<file path="src/rtl/cnn_layer_accel_weight_loader.sv">
// Weight loader: parses a kernel-count header from a 16-bit config stream and
// writes 9 weights per 3x3 kernel into the CE weight table.
module cnn_layer_accel_weight_loader #(
    parameter int C_KERNEL_COUNT = 9,
    parameter int C_MAX_KERNELS  = 64,
    parameter int C_WORD_WIDTH   = 16
) (
    input  logic                    clk,
    input  logic                    rst,
    input  logic                    job_start,
    input  logic                    abort,
    input  logic                    cfg_in_valid,
    output logic                    cfg_in_ready,
    input  logic [C_WORD_WIDTH-1:0] cfg_in_data,
    input  logic                    cfg_in_last,
    output logic                    job_accept,
    output logic                    config_mode,
    output logic                    kernel_config_valid,
    output logic [C_WORD_WIDTH-1:0] num_kernels,
    output logic                    wht_config_wren,
    output logic [C_WORD_WIDTH-1:0] wht_config_data,
    output logic                    load_done,
    output logic                    load_error,
    output logic                    busy
);

    localparam int WHT_W = $clog2(C_KERNEL_COUNT);
    localparam int KRN_W = $clog2(C_MAX_KERNELS);
    localparam logic [WHT_W-1:0]        WHT_LAST = WHT_W'(C_KERNEL_COUNT - 1);
    localparam logic [C_WORD_WIDTH-1:0] HDR_MAX  = C_WORD_WIDTH'(C_MAX_KERNELS - 1);

    typedef enum logic [2:0] {
        ST_IDLE,
        ST_HDR,
        ST_LOAD,
        ST_DONE,
        ST_ERR
    } state_t;

    state_t           state;
    logic [WHT_W-1:0] wht_cnt;
    logic [KRN_W-1:0] krn_cnt;
    logic             xfer;
    logic             final_word;

    // abort blocks acceptance of a word presented in the same cycle
    assign cfg_in_ready = ((state == ST_HDR) || (state == ST_LOAD)) && !abort;
    assign busy         = (state != ST_IDLE);
    assign xfer         = cfg_in_valid && cfg_in_ready;
    assign final_word   = (wht_cnt == WHT_LAST) && (krn_cnt == num_kernels[KRN_W-1:0]);

    // NOTE: all state below uses non-blocking assignments so every register
    // samples the pre-edge values, independent of statement order.
    always_ff @(posedge clk or negedge rst) begin
        if (!rst) begin
            state               <= ST_IDLE;
            wht_cnt             <= '0;
            krn_cnt             <= '0;
            job_accept          <= 1'b0;
            config_mode         <= 1'b0;
            kernel_config_valid <= 1'b0;
            num_kernels         <= '0;
            wht_config_wren     <= 1'b0;
            wht_config_data     <= '0;
            load_done           <= 1'b0;
            load_error          <= 1'b0;
        end else begin
            job_accept          <= 1'b0;
            kernel_config_valid <= 1'b0;
            wht_config_wren     <= 1'b0;
            load_done           <= 1'b0;

            if (abort) begin
                state       <= ST_IDLE;
                config_mode <= 1'b0;
            end else begin
                case (state)
                    ST_IDLE, ST_ERR: begin
                        config_mode <= 1'b0;
                        if (job_start) begin
                            job_accept <= 1'b1;
                            wht_cnt    <= '0;
                            krn_cnt    <= '0;
                            load_error <= 1'b0;
                            state      <= ST_HDR;
                        end
                    end

                    ST_HDR: begin
                        if (xfer) begin
                            if ((cfg_in_data > HDR_MAX) || cfg_in_last) begin
                                load_error <= 1'b1;
                                state      <= ST_ERR;
                            end else begin
                                num_kernels         <= cfg_in_data;
                                kernel_config_valid <= 1'b1;
                                config_mode         <= 1'b1;
                                state               <= ST_LOAD;
                            end
                        end
                    end

                    ST_LOAD: begin
                        if (xfer) begin
                            wht_config_wren <= 1'b1;
                            wht_config_data <= cfg_in_data;
                            if (wht_cnt == WHT_LAST) begin
                                wht_cnt <= '0;
                                krn_cnt <= krn_cnt + 1'b1;
                            end else begin
                                wht_cnt <= wht_cnt + 1'b1;
                            end
                            // Final word with last finishes; a missing or
                            // early last is a framing error.
                            if (final_word && cfg_in_last) begin
                                state <= ST_DONE;
                            end else if (final_word || cfg_in_last) begin
                                load_error  <= 1'b1;
                                config_mode <= 1'b0;
                                state       <= ST_ERR;
                            end
                        end
                    end

                    ST_DONE: begin
                        // config_mode was held through the final write cycle
                        config_mode <= 1'b0;
                        load_done   <= 1'b1;
                        state       <= ST_IDLE;
                    end

                    default: begin
                        config_mode <= 1'b0;
                        state       <= ST_IDLE;
                    end
                endcase
            end
        end
    end

endmodule

</file>
<file path="config.mk">
export PLATFORM = sky130hd
export DESIGN_NAME = cnn_layer_accel_weight_loader
export DESIGN_NICKNAME = d
export VERILOG_FILES = /design/src/rtl/cnn_layer_accel_weight_loader.sv
export SDC_FILE = /design/constraint.sdc
export NUM_CORES = 1
export LEC_CHECK = 0
export ABC_AREA = 1
export CORE_AREA = 8 8 94 96
export DETAILED_ROUTE_END_ITERATION = 7
export DIE_AREA = 0 0 102 104
export PLACE_DENSITY_LB_ADDON = 0.3
export SYNTH_ARGS = -nofsm -noshare
export SYNTH_HDL_FRONTEND = slang
export SYNTH_SLANG_ARGS = --single-unit
export TNS_END_PERCENT = 20
</file>
<file path="constraint.sdc">
create_clock -name clk -period 2.3 [get_ports clk]
set_clock_uncertainty 0.2 [all_clocks]
set_input_delay 0.345 -clock clk [delete_from_list [all_inputs] [get_ports clk]]
set_output_delay 0.345 -clock clk [all_outputs]
set_load 0.01 [all_outputs]
</file>
==> results of run 1 <==
metrics by stage:
step	power [mW]	hold slack (ns)	worst slack [ns]	instance area, um2	cells
after floorplan	1.15	-0.151	0.620	2440	296
after global placement	1.31	0.157	0.219	3210	462
after detailed placement	1.31	0.165	0.194	3210	462
after CTS	1.83	0.270	0.0343	3310	471
after global routing	1.90	0.296	0.0968	3320	471
final	1.79	0.265	0.197	3320	471
cell usage in the layout, fill, tap and decap left out, types with 4 or more instances in the layout:
cell type        count
o21ai_0             10
clkdlybuf4s50_1     59
o21ai_1              4
nand3_1             18
buf_4                8
clkbuf_8             5
nand3_2              4
a21oi_1              6
inv_2                4
inv_1               37
nand2_1             93
xor2_1               5
dfrtp_1             51
nor2_1              36
cells by family after synthesis:
group | synth area share [%]
AOI/OAI and AO/OA | 5.18
xor gates and xnor gates | 2.15
adders and majority gates | 1.54
buffers and inverters | 8.30
DFF | 52.3
muxes | 0.461
and+or+nand+nor | 30.1
critical path: cells and delay by family (launching register included):
kind	cells	cell delay [ns]
buffers and inverters	1	0.49
flip-flops	1	0.44
AND/OR/NAND/NOR	2	0.34
cell type report:
type | count | area [um2] | share of cell area (%)
clock buffer | 6 | 72.6 | 2.19
inverter | 42 | 160 | 4.82
tap | 102 | 128 | 3.84
timing repair buffer | 71 | 698 | 21.0
clock inverter | 2 | 12.5 | 0.377
multi-input combinational | 197 | 972 | 29.3
sequential | 51 | 1280 | 38.4
metal layers:
metal / wire, um / vias to the layer above / track usage, %
li1: - / 1056 / -
met1: 2550 / 927 / 13.8
met2: 2650 / 52 / 17.7
met3: 382 / 9 / 3.28
met4: 90 / 0 / 3.67
met5: 0 / - / 0
worst max path at each step:
stage	start	endpoint
6_report	state[1]	busy
5_1_grt	state[1]	busy
4_1_cts	state[2]	cfg_in_ready
3_5_place_dp	cfg_in_data[9]	num_kernels[0]
3_3_place_gp	cfg_in_data[9]	num_kernels[0]
2_1_floorplan	wht_cnt[0]	state[2]
registers in the layout, summed over array words and instances (netlist names):
name	flops
job_accept	1
load_done	1
wht_config_wren	1
config_mode	1
krn_cnt	6
kernel_config_valid	1
state	3
wht_cnt	4
num_kernels	16
load_error	1
wht_config_data	16
where the power goes:
group	switching (mW)	leakage [nW]	internal [mW]	total [mW]
sequential	0.0226	0.629	0.926	0.948
combinational	0.193	1.00	0.153	0.346
clock	0.286	0.0412	0.213	0.499
what timing repair did:
action	in CTS	in global routing
gates resized for setup	1	2
pin swaps	0	1
endpoints found under the setup margin	1	2
buffers inserted	0	0
gates cloned	0	0
hold buffers	1	0
hold endpoints to repair	23	0
==> metrics.yaml, run 1 <==
placed_design:
  place_congestion: 0.865
  numPortBuffers: 61
  dp_hpwl_um: 4440
route:
  vias: 2044
  vias_per_cell: 4.34
  routed_wl_um: 5680
  drc_errors: 0
  antenna_left: 0
  dr.pass1.iters: 4
  drt_iter0_drc: 57
  wl_per_cell_um: 12.1
cells_and_area:
  finalNetCount: 393
  syn2layout_area_growth_pct: 36.0
  fillers: 758
  diodes: 0
  final_core_util_pct: 44.6
  drive_gt1_share_pct: 10.3
synth:
  postSynthCellCount: 296
  syn_nets: 321
  ys_seq_area_share_pct: 52.3
  yosysTopAreaCell: "dfrtp_1"
  yosys-top-cells-area: "dfrtp_1, nand2_1, inv_1"
  ys_warn_count: 0
  synth_commonest_cells: "nand2_1, dfrtp_1, inv_1, nor2_1, nand3_1"
  synthDistinctLibCells: 26
  synth.top_cell.area_share_pct: 52.3
  async_flop_share_pct: 100
  avgSynthCellArea_um2: 8.25
  synth.most_common_cell: "nand2_1"
  yosys_most_used_dff: "dfrtp_1"
  synth_edf_count: 0
  ys_ff_latch: 51
  syn_area_um2: 2440
cts:
  clkTransAtPathRegs_ns: 0.08
  root_buffer: "clkbuf_8"
  cts_buffers: 5
  htreeDepth: 2
  cts_sinks: 51
  cts_buffer_depth: 2
  clk_latency_ns: 0.30
  tritoncts: "yes"
grt:
  grt_pass1_vias: 2036
  grt_use_total_pct: 11.1
  grt_max_degree: 29
  antenna_found_initial: 0
  grt_pass1_wl_um: 9590
  overflow: 0
worst_setup_path:
  max_stage_delay_ns: 0.49
  r2r_end: "state[1]"
  r2r_slack_ns: 0.38
  critPathLaunchType: "flip-flop"
  crit_arrival_ns: 1.56
  path_class: "flip-flop to primary output"
  cp_slowest_cell: "clkdlybuf4s50_1"
  rr_startpoint: "wht_cnt[0]"
  cp.required_ns: 1.75
  crit_path_end_kind: "primary output"
  critical_path_peak_fanout: 6
  worstPathCellList: "nor2_2 > nand2_1 > clkdlybuf4s50_1"
  ff2ff_path_depth: 12
min_path:
  hold-path-endpoint: "load_done"
  hold-path-cell-count: 1
  min_path_type: "flip-flop to flip-flop"
  hold_start: "state[2]"
power_and_ir_drop:
  leakagePower_nw: 1.67
  ir_worst_vdd_uv: 242
  pwr_density_cell_nw_per_um2: 540
sta:
  rsz0062_at_grt: "no"
  slew_headroom_pct: 62.2
  setup_violations: 0
  finalSetupTns_ns: 0
  fin_crit_ns: 2.10
  period_share_pct: 91.5
  max_freq_mhz: 475
  worstMarginPinSlew_ns: 0.567
  hold_viol: 0
  drv_slew: 0
floorplan:
  core-area_um2: 7450
  start_util_pct: 32.8
  dieArea_um2: 10600
  fp.dieW_um: 102
  die_h_um: 104
  num_io_pins: 62
  num_rows: 32
flow_run:
  drv_cap: 0
status:
  status: "finished, final reports clean"
(Power assumes the default switching activity.)
==> run 2, diff against run 1 <==
Settings changed: MAX_ROUTING_LAYER set to met4.
==> run 2 against run 1 <==
Design area stayed put. Count of clock-buffer cells in the layout is the same. Routed wire length down 0.11%. Sequential power is essentially flat. Flip-flop and latch count unchanged. Largest power group unchanged. Cell count stayed put.
==> metrics.yaml, run 2 (synthesized netlist as in run 1, its figures left out) <==
worst_setup_path:
  critPathLaunchType: "flip-flop"
  cp.required_ns: 1.75
  critPathBufInv: 1
  crit_arrival_ns: 1.56
  rr_startpoint: "wht_cnt[0]"
  path_class: "flip-flop to primary output"
  crit_family: "buffers and inverters"
  crit_path_end_kind: "primary output"
  critical_path_peak_fanout: 6
  worstPathCellList: "nor2_2 > nand2_1 > clkdlybuf4s50_1"
  max_stage_delay_ns: 0.49
  cp_slowest_cell: "clkdlybuf4s50_1"
  worstSetupStartpoint: "state[1]"
sta:
  drv_slew: 0
  slew_headroom_pct: 62.6
  fin_crit_ns: 2.10
  fin_ws_ns: 0.196
  setup_violations: 0
  hold_viol: 0
  worstMarginPinSlew_ns: 0.562
  rsz0062_at_grt: "no"
  finalSetupTns_ns: 0
  max_freq_mhz: 475
  period_share_pct: 91.5
cells_and_area:
  final_common_cell: "nand2_1"
  design_area_um2: 3320
  diodes: 0
  seq_area_um2: 1280
  syn2layout_area_growth_pct: 36.0
  fillers: 758
  final_cell_mix: "nand2_1, clkdlybuf4s50_1, dfrtp_1, inv_1, nor2_1"
  multi_input_area_um2: 972
  final_core_util_pct: 44.6
  finalNetCount: 393
  drive_gt1_share_pct: 10.3
  largestRegisters: "num_kernels: 16 flops, wht_config_data: 16 flops, krn_cnt: 6 flops"
power_and_ir_drop:
  ir_worst_vdd_uv: 242
  pwr_density_cell_nw_per_um2: 540
  leakagePower_nw: 1.67
  power_mw: 1.79
cts:
  cts_sinks: 51
  tritoncts: "yes"
  clkTransAtPathRegs_ns: 0.08
  htreeDepth: 2
  clk_latency_ns: 0.30
  cts_buffer_depth: 2
  cts_buffers: 5
  cts_setup_buffers: 0
  root_buffer: "clkbuf_8"
floorplan:
  fp.dieW_um: 102
  num_io_pins: 62
  num_rows: 32
  start_util_pct: 32.8
  die_h_um: 104
  dieArea_um2: 10600
  core-area_um2: 7450
route:
  vias: 2044
  drc_errors: 0
  antenna_left: 0
  wl_per_cell_um: 12.0
  vias_per_cell: 4.34
  dr.pass1.iters: 4
  routed_wl_um: 5670
  drt_iter0_drc: 57
status:
  status: "finished, final reports clean"
placed_design:
  place_congestion: 0.879
  placed_cell_area_um2: 3210
  pre_cts_ws_ns: 0.194
  dp_hpwl_um: 4440
  numPortBuffers: 61
grt:
  grt_max_degree: 29
  grt_use_total_pct: 11.4
  overflow: 0
  antenna_found_initial: 0
  grt_pass1_vias: 2036
  grt_pass1_wl_um: 9580
min_path:
  hold_start: "state[2]"
  min_path_type: "flip-flop to flip-flop"
flow_run:
  drv_cap: 0
run 2: cell counts in the layout (fill, tap and decap cells not counted):
Identical to the previous run, type by type.
run 2: worst reg2reg max path, cell delays in order (launching register included):
cell	delay, ns
dfrtp_1	0.39
inv_1	0.11
ha_1	0.18
nand2_1	0.05
nor2_1	0.12
nand2_1	0.07
nor2_1	0.09
nand3_1	0.10
nand3_1	0.14
nand2_1	0.08
nor2_1	0.18
nand3_1	0.10
nand2_1	0.06
run 2: per-stage QoR:
step | hold WS (ns) | std cells
6_report | 0.265 | 471
5_1_grt | 0.296 | 471
4_1_cts | 0.270 | 471
3_5_place_dp | 0.165 | 462
3_3_place_gp | 0.157 | 462
2_1_floorplan | -0.151 | 296
run 2: cell type report:
class | instances | share of cell area [%]
tap | 102 | 3.84
timing repair buffer | 71 | 21.0
multi-input combinational | 197 | 29.3
clock buffer | 6 | 2.19
sequential | 51 | 38.4
clock inverter | 2 | 0.377
inverter | 42 | 4.82
run 2: timing repair:
item,in CTS,in global routing
pin swaps,0,1
hold endpoints to repair,23,0
hold buffers,1,0
endpoints found under the setup margin,1,2
resized for setup,1,2
run 2: path summary, 6_finish.rpt:
| path | endpoint | slack [ns] | cells after the start |
|---|---|---|---|
| setup / recovery | busy | 0.20 | 3 |
| hold / removal | load_done | 0.26 | 1 |
| setup reg to reg | state[1] | 0.38 | 12 |
| hold reg to reg | load_done | 0.26 | 1 |
| max in group asynchronous | krn_cnt[4] | 0.98 | 3 |
| min in group asynchronous | wht_config_data[15] | 0.37 | 2 |
run 2: per-layer routing:
| metal | wire (um) | track usage, % | up-vias |
|---|---|---|---|
| met5 | 0 | - | - |
| met4 | 90 | 3.67 | 0 |
| met3 | 339 | 2.95 | 9 |
| met2 | 2650 | 17.7 | 49 |
| met1 | 2590 | 14.0 | 930 |
| li1 | - | - | 1056 |
run 2: report_power, final:
group	internal, mW	switching [mW]
Sequential	0.926	0.0226
Clock	0.213	0.286
Combinational	0.153	0.193
==> run 3, diff against run 2 <==
--- a/config.mk
+++ b/config.mk
@@ -7,7 +7,7 @@
 export LEC_CHECK = 0
 export ABC_AREA = 1
-export CORE_AREA = 8 8 94 96
+export CORE_AREA = 8 8 80 82
 export DETAILED_ROUTE_END_ITERATION = 7
-export DIE_AREA = 0 0 102 104
+export DIE_AREA = 0 0 88 90
 export MAX_ROUTING_LAYER = met4
 export PLACE_DENSITY_LB_ADDON = 0.3
==> constraint.sdc (replaced) <==
create_clock -name clk -period 2.3 [get_ports clk]
set_clock_uncertainty 0.2 [all_clocks]
set_input_delay 0.46 -clock clk [delete_from_list [all_inputs] [get_ports clk]]
set_output_delay 0.46 -clock clk [all_outputs]
set_load 0.01 [all_outputs]
==> run 3 against run 2 <==
Critical path depth grew 1. Global-route usage grew 3.3 points. Clock power grew 27%. Core utilization grew 19 points. Power grew 8.0%. Largest cell class unchanged. Via count grew 0.88%. Design area is essentially flat. Register-to-register slack gained 0.04 ns. Combinational power grew 2%. Worst setup slack lost 0.12 ns. Sequential share of layout area is essentially flat.
==> metrics.yaml, run 3 (synthesized netlist as in run 1, its figures left out) <==
sta:
  rsz0062_at_grt: "no"
  worstMarginPinSlew_ns: 0.301
  fin_crit_ns: 2.22
  drv_slew: 0
  period_share_pct: 96.5
  hold_viol: 0
  setup_violations: 0
  slew_headroom_pct: 79.9
  max_freq_mhz: 451
  fin_ws_ns: 0.0803
  finalSetupTns_ns: 0
cts:
  root_buffer: "clkbuf_8"
  cts_buffers: 5
  cts_sinks: 51
  cts_buffer_depth: 2
  tritoncts: "yes"
  clk_latency_ns: 0.30
  clkTransAtPathRegs_ns: 0.08
  htreeDepth: 2
floorplan:
  die_h_um: 90
  num_io_pins: 62
  start_util_pct: 46.6
  num_rows: 27
  fp.dieW_um: 88
  dieArea_um2: 7920
  core-area_um2: 5240
power_and_ir_drop:
  ir_worst_vdd_uv: 348
  pwr_density_cell_nw_per_um2: 583
  leakagePower_nw: 1.69
worst_setup_path:
  critPathLaunchType: "flip-flop"
  worstPathCellList: "buf_4 > nor2_2 > nand2_1 > clkdlybuf4s50_1"
  crit_arrival_ns: 1.56
  critPathBufInv: 2
  crit_path_end_kind: "primary output"
  max_stage_delay_ns: 0.48
  critical_path_peak_fanout: 3
  path_class: "flip-flop to primary output"
  cp.required_ns: 1.64
  crit_family: "buffers and inverters"
  cp_slowest_cell: "clkdlybuf4s50_1"
placed_design:
  place_congestion: 0.886
  numPortBuffers: 61
  placed_cell_area_um2: 3180
  pre_cts_ws_ns: 0.0400
  dp_hpwl_um: 4270
grt:
  grt_pass1_vias: 2059
  grt_max_degree: 24
  antenna_found_initial: 0
  overflow: 0
  grt_use_total_pct: 14.7
  grt_pass1_wl_um: 9240
route:
  dr.pass1.iters: 4
  routed_wl_um: 5530
  vias: 2062
  drc_errors: 0
  wl_per_cell_um: 12.4
  antenna_left: 0
  vias_per_cell: 4.64
  drt_iter0_drc: 80
cells_and_area:
  finalNetCount: 396
  design_area_um2: 3320
  syn2layout_area_growth_pct: 36.0
  drive_gt1_share_pct: 11.3
  final_common_cell: "nand2_1"
  final_cell_mix: "nand2_1, clkdlybuf4s50_1, dfrtp_1, inv_1, nor2_1"
  diodes: 0
  largestRegisters: "num_kernels: 16 flops, wht_config_data: 16 flops, krn_cnt: 6 flops"
status:
  status: "finished, final reports clean"
flow_run:
  drv_cap: 0
min_path:
  min_path_type: "flip-flop to flip-flop"
## run 3: cell types whose count changed in the layout (fill, tap and decap cells not counted), sizes merged
cell,change
buf,+3
bufinv,+1
clkinvlp,-1
dlygate4sd2,+1
dlymetal6s2s,-1
## run 3: final timing paths
check | startpoint | end | slack (ns) | depth (start not counted)
worst max-delay path | state[1] | busy | 0.08 | 4
max in group asynchronous | rst | krn_cnt[5] | 0.95 | 3
worst min-delay path | state[2] | load_done | 0.26 | 1
worst min register to register | state[2] | load_done | 0.26 | 1
min in group asynchronous | rst | wht_config_data[9] | 0.36 | 2
worst max register to register | wht_cnt[0] | state[2] | 0.42 | 11
## run 3: routing by layer
| metal | track usage (%) | share of wire (%) | up-vias |
|---|---|---|---|
| met1 | 17.1 | 44 | 957 |
| met3 | 3.00 | 5.8 | 4 |
| li1 | - | - | 1057 |
| met5 | - | 0 | - |
| met2 | 24.4 | 49 | 44 |
| met4 | 4.73 | 1.1 | 0 |
## run 3: area by class of cell
type                            instances  area, um2
Sequential cell                        51       1280
Multi-Input combinational cell        197        972
Timing Repair Buffer                   74        704
Fill cell                             458       1920
Clock inverter                          2       35.0
Inverter                               42        160
Tap cell                               72       90.1
Clock buffer                            6       82.6
## run 3: metrics by stage
stage | utilization [%] | hold WS, ns | total power [mW] | instances
finish | 63.4 | 0.265 | 1.94 | 444
global route | 63.4 | 0.288 | 2.02 | 444
CTS | 63.4 | 0.268 | 1.96 | 444
detailed placement | 60.7 | 0.148 | 1.31 | 434
global placement | 60.7 | 0.143 | 1.31 | 434
floorplan | - | -0.0356 | 1.15 | 296
## run 3: worst register-to-register path, delay by kind of cell (launching register included)
kind | cells | cell delay, ns
simple gates | 8 | 0.82
buf+inv | 1 | 0.10
compound gates | 1 | 0.10
fa+ha+maj | 1 | 0.17
flops | 1 | 0.39
## run 3: report_power, final
| group | total [mW] | switching [mW] | internal, mW |
|---|---|---|---|
| registers | 0.949 | 0.0235 | 0.925 |
| clock network | 0.635 | 0.283 | 0.352 |
| logic | 0.353 | 0.197 | 0.156 |
## run 3: timing repair
| action | in CTS | in global routing |
|---|---|---|
| buffers inserted | 1 | 0 |
| hold buffers | 1 | 0 |
| endpoints found under the hold margin | 10 | 0 |
| cloned | 0 | 0 |
| endpoints found under the setup margin | 1 | 1 |
| resized for setup | 2 | 1 |
